===== src/rtl/fifo_pkg.sv =====
// Shared definitions for the fifo family: packer FSM states and default word width.
package fifo_pkg;

    typedef enum logic [0:0] {
        COLLECT = 1'b0,
        HOLD    = 1'b1
    } pack_state_e;

    localparam int DEFAULT_DATA_WIDTH = 4;

endpackage


===== src/rtl/packer_lane_reg.sv =====
// Packed lane register: writes one DATA_WIDTH lane selected by index, and can zero
// every lane in the same cycle, with the write landing on top of the zeroed value.
module packer_lane_reg #(
    parameter int DATA_WIDTH = 4,
    parameter int PACK_RATIO = 2,
    parameter int IDX_WIDTH  = 2
) (
    input  logic                             clk,
    input  logic                             zero_i,
    input  logic                             wr_en_i,
    input  logic [IDX_WIDTH-1:0]             wr_idx_i,
    input  logic [DATA_WIDTH-1:0]            wr_data_i,
    output logic [PACK_RATIO*DATA_WIDTH-1:0] data_o
);

    logic [PACK_RATIO*DATA_WIDTH-1:0] data_q;
    logic [PACK_RATIO*DATA_WIDTH-1:0] data_d;

    always_comb begin
        data_d = zero_i ? '0 : data_q;
        if (wr_en_i) begin
            for (int i = 0; i < PACK_RATIO; i++) begin
                if (wr_idx_i == IDX_WIDTH'(i)) begin
                    data_d[i*DATA_WIDTH +: DATA_WIDTH] = wr_data_i;
                end
            end
        end
    end

    always_ff @(posedge clk) begin
        data_q <= data_d;
    end

    assign data_o = data_q;

endmodule


===== src/rtl/fifo_deq_packer.sv =====
// Drains a first-word-fall-through fifo and packs PACK_RATIO words per output beat.
// Define PACKER_TIMEOUT_EN to flush partial packets after TIMEOUT_CYCLES idle cycles.
module fifo_deq_packer
    import fifo_pkg::*;
#(
    parameter int DATA_WIDTH     = DEFAULT_DATA_WIDTH,
    parameter int PACK_RATIO     = 2,
    parameter int COUNT_WIDTH    = $clog2(PACK_RATIO + 1),
    parameter int TIMEOUT_CYCLES = 8
) (
    input  logic                             clk,
    input  logic                             rst,
    input  logic                             clr,
    input  logic [DATA_WIDTH-1:0]            fifo_dout,
    input  logic                             fifo_empty_n,
    output logic                             fifo_deq,
    output logic [PACK_RATIO*DATA_WIDTH-1:0] pkt_data,
    output logic [COUNT_WIDTH-1:0]           pkt_lanes,
    output logic                             pkt_valid,
    input  logic                             pkt_ready
);

    pack_state_e            state_q;
    logic [COUNT_WIDTH-1:0] count_q;
    logic [COUNT_WIDTH-1:0] pkt_lanes_q;
    logic                   pkt_valid_q;
    logic                   accept;
    logic                   lane_zero;
    logic [COUNT_WIDTH-1:0] wr_idx;

`ifdef PACKER_TIMEOUT_EN
    localparam int IDLE_WIDTH = $clog2(TIMEOUT_CYCLES + 1);
    logic [IDLE_WIDTH-1:0] idle_q;
`endif

    assign accept    = (state_q == HOLD) && pkt_ready;
    assign fifo_deq  = fifo_empty_n && !rst && !clr && ((state_q == COLLECT) || pkt_ready);
    // Leaving HOLD zeroes the old packet while the popped word lands in lane 0.
    assign lane_zero = rst || clr || accept;
    assign wr_idx    = (state_q == HOLD) ? '0 : count_q;

    packer_lane_reg #(
        .DATA_WIDTH (DATA_WIDTH),
        .PACK_RATIO (PACK_RATIO),
        .IDX_WIDTH  (COUNT_WIDTH)
    ) u_lanes (
        .clk       (clk),
        .zero_i    (lane_zero),
        .wr_en_i   (fifo_deq),
        .wr_idx_i  (wr_idx),
        .wr_data_i (fifo_dout),
        .data_o    (pkt_data)
    );

    always_ff @(posedge clk) begin
        if (rst || clr) begin
            state_q     <= COLLECT;
            count_q     <= '0;
            pkt_valid_q <= 1'b0;
            pkt_lanes_q <= '0;
`ifdef PACKER_TIMEOUT_EN
            idle_q      <= '0;
`endif
        end else begin
            case (state_q)
                COLLECT: begin
                    if (fifo_deq) begin
                        count_q <= count_q + COUNT_WIDTH'(1);
`ifdef PACKER_TIMEOUT_EN
                        idle_q  <= '0;
`endif
                        if (count_q == COUNT_WIDTH'(PACK_RATIO - 1)) begin
                            state_q     <= HOLD;
                            pkt_valid_q <= 1'b1;
                            pkt_lanes_q <= COUNT_WIDTH'(PACK_RATIO);
                        end
                    end
`ifdef PACKER_TIMEOUT_EN
                    else if (count_q != '0) begin
                        if (idle_q == IDLE_WIDTH'(TIMEOUT_CYCLES - 1)) begin
                            state_q     <= HOLD;
                            pkt_valid_q <= 1'b1;
                            pkt_lanes_q <= count_q;
                            idle_q      <= '0;
                        end else begin
                            idle_q <= idle_q + IDLE_WIDTH'(1);
                        end
                    end
`endif
                end
                HOLD: begin
                    if (pkt_ready) begin
                        state_q     <= COLLECT;
                        pkt_valid_q <= 1'b0;
                        pkt_lanes_q <= '0;
                        count_q     <= fifo_deq ? COUNT_WIDTH'(1) : '0;
                    end
                end
                default: begin
                    state_q <= COLLECT;
                end
            endcase
        end
    end

    assign pkt_valid = pkt_valid_q;
    assign pkt_lanes = pkt_lanes_q;

endmodule

===== config.mk =====
export PLATFORM = sky130hd
export DESIGN_NAME = fifo_deq_packer
export DESIGN_NICKNAME = d
export VERILOG_FILES = /design/src/rtl/fifo_pkg.sv /design/src/rtl/packer_lane_reg.sv /design/src/rtl/fifo_deq_packer.sv
export SDC_FILE = /design/constraint.sdc
export NUM_CORES = 1
export LEC_CHECK = 0
export BUFFER_PORTS_ARGS = -buffer_cell sky130_fd_sc_hd__clkbuf_2
export CAP_MARGIN = 20
export CORE_AREA = 2 2 39 41
export DETAILED_ROUTE_END_ITERATION = 12
export DIE_AREA = 0 0 41 43
export HOLD_SLACK_MARGIN = 0.02
export PLACE_DENSITY = 0.76
export SLEW_MARGIN = 20
export SYNTH_ARGS = -nofsm -noshare
export SYNTH_HDL_FRONTEND = slang
export SYNTH_SLANG_ARGS = --single-unit
export TNS_END_PERCENT = 100

===== constraint.sdc =====
create_clock -name clk -period 1.3 [get_ports clk]
set_input_delay 0.065 -clock clk [delete_from_list [all_inputs] [get_ports clk]]
set_output_delay 0.065 -clock clk [all_outputs]
set_load 0.05 [all_outputs]

==> results.ini <==
[drt]
drt-initial-drc-count = 6
drc_errors = 0
vias = 467
dr.pass1.iters = 3
avgViaCountPerCell = 4.92
avgRoutedWirePerCell_microns = 10.9
ant_nets = 0
routed_wl_microns = 1040

[placed_design]
gp_congestion = 0.747
hpwlAfterDp_microns = 839
portBuffers = 19
placed_area_sq_um = 636
placed_cells = 92

[synthesis]
synth_area_leaders = dfxtp_1, mux2i_1, a22o_1
syn-cell-area_sq_um = 539
synth.most_common_cell = dfxtp_1
synthesis.nets = 69
async_reset_ff_share_pct = 0
synth-seq-cells = 12
synth_edf_count = 0
yosysSeqAreaShare_pct = 44.5
synth_area_leader_cell = dfxtp_1
synth.avg_cell_area_sq_um = 9.14
yosysUniqueCellTypes = 22
synth_top_area_share_pct = 44.5
synth_cells = 59
yosys_warnings = 0
ys_top_cells_by_count = dfxtp_1, nand2_1, inv_1
synth_ff_type = dfxtp_1

[sta]
finalCritPeriodShare_pct = 94.8
setup_viol = 0
fmax_mhz = 811
fin_tns_setup_ns = 0
fin_crit_ns = 1.23
slew_violations = 0
rsz0062_at_grt = false
skew_ns = 0.00506
hold_violations = 0

[die]
coreArea_sq_um = 1380
fp.dieW_microns = 41
rows = 14
io_pins = 21
start_util_pct = 39.0
die_area_sq_um = 1760
dieHeight_microns = 43

[setup_path]
worst-path-max-fanout = 5
path_class = reg -> reg
crit_required_ns = 1.51
start_kind = flip-flop
rrSetupSlack_ns = 0.07
rr_worst_depth = 3
arrival_ns = 1.45
startpoint = count_q[1]
crit_end = u_lanes.data_o[0]
r2r_end = u_lanes.data_o[0]
timing.rr.start = count_q[1]
endpoint_kind = flip-flop

[clock_tree]
htreeDepth = 1
clkTransAtPathRegs_ns = 0.07
postCtsHoldBufs = 0
cts_made_buffers = 3
numClockSinks = 12
post_cts_buffers = 0
clock_latency_ns = 0.27
cts_tree = built
cts_buffer_depth = 2
root_buffer = clkbuf_4

[finish]
syn2layout_area_growth_pct = 23.2
drive_gt1_share_pct = 36.7
fin_nets = 91
regArea_sq_um = 241
fin_area_sq_um = 664
final_util_pct = 48.0
fin_cells = 95
diodes = 0
fillerInstances = 141
multi_input_area_sq_um = 259

[power]
peakVddDrop_mv = 0.452
p_per_area_nw_per_um2 = 1060
leakage_nw = 0.331

[worst_hold_path]
hp-class = in -> reg
hp-start = fifo_dout[1]

[global_routing]
grt_max_degree = 9
grt_pass1_vias = 424
grt_use_total_pct = 14.0
grt_overflow_total = 0
grt_antenna_before_repair = 0
grt_pass1_wl_microns = 1660

[flow_run]
cap_violations = 0

[run_status]
status = finished, final reports clean

[power by group]
group | internal (W) | switching [W]
Sequential | 0.000376 | 0.00000601
Combinational | 0.0000348 | 0.0000664
Clock | 0.000107 | 0.000117
[layout make-up]
type	instances	share of cell area, %
clock buffers	3	3.39
inverters	5	2.82
well taps	16	3.01
flip-flops and latches	12	36.3
repair buffers	20	15.4
multi-input cells	39	39.0
[flip-flops by register name, summed over array words and instances, names as in the netlist]
register	cells
count_q	2
pkt_lanes	1
state_q	1
u_lanes.data_o	8
[how the worst min path moves through the flow]
stage                             end  slack (ns)  depth (start not counted)
detailed placement  u_lanes.data_o[5]        0.31                          3
floorplan           u_lanes.data_o[4]        0.20                          2
finish              u_lanes.data_o[5]        0.02                          3
global placement    u_lanes.data_o[4]        0.31                          3
CTS                 u_lanes.data_o[5]        0.02                          3
global route        u_lanes.data_o[5]        0.05                          3
[critical path, cell delays in order, from the launching register on]
cell,delay (ns)
dfxtp_1,0.35
or3_1,0.39
a21oi_2,0.24
a22o_1,0.19
[logic make-up after synthesis]
kind of cell    after synthesis  synth area share, %
fa+ha+maj                     1                 2.32
flops                        12                 44.5
buf+inv                       8                 8.35
other cells                   1                0.695
compound gates               13                 17.2
simple gates                 20                 19.5
mux                           4                 7.42
[timing repair]
item / 4_1_cts / 5_1_grt
endpoints found under the setup margin: 0 / 6
resized for setup: 0 / 2
endpoints found under the hold margin: 0 / 0
[stage by stage]
stage	setup WS, ns	hold WS (ns)	total power (W)
4_1_cts	0.0485	0.0236	0.000712
5_1_grt	0.0207	0.0458	0.000733
6_report	0.0676	0.0237	0.000707
3_3_place_gp	0.103	0.306	0.000490
2_1_floorplan	0.0157	0.197	0.000461
3_5_place_dp	0.0735	0.310	0.000491
[cell usage in the layout, fill, tap and decap left out, drive strengths merged]
master	instances
or3	2
clkbuf	22
o21ai	2
or2	1
nand2	7
or3b	1
nor2	3
a21oi	5
nor2b	2
a21boi	1
mux2i	4
nand2b	2
buf	1
inv	5
a22o	4
nand3b	1
conb	1
nor3	1
a211oi	1
dfxtp	12
ha	1
[layer usage]
layer  part of all wire, %  global-route usage (%)
met5                     0                       0
met4                   4.2                    12.0
met3                   3.1                    1.57
met2                    46                    20.0
met1                    47                    17.6
No activity file was read; power rests on OpenSTA's default activity.
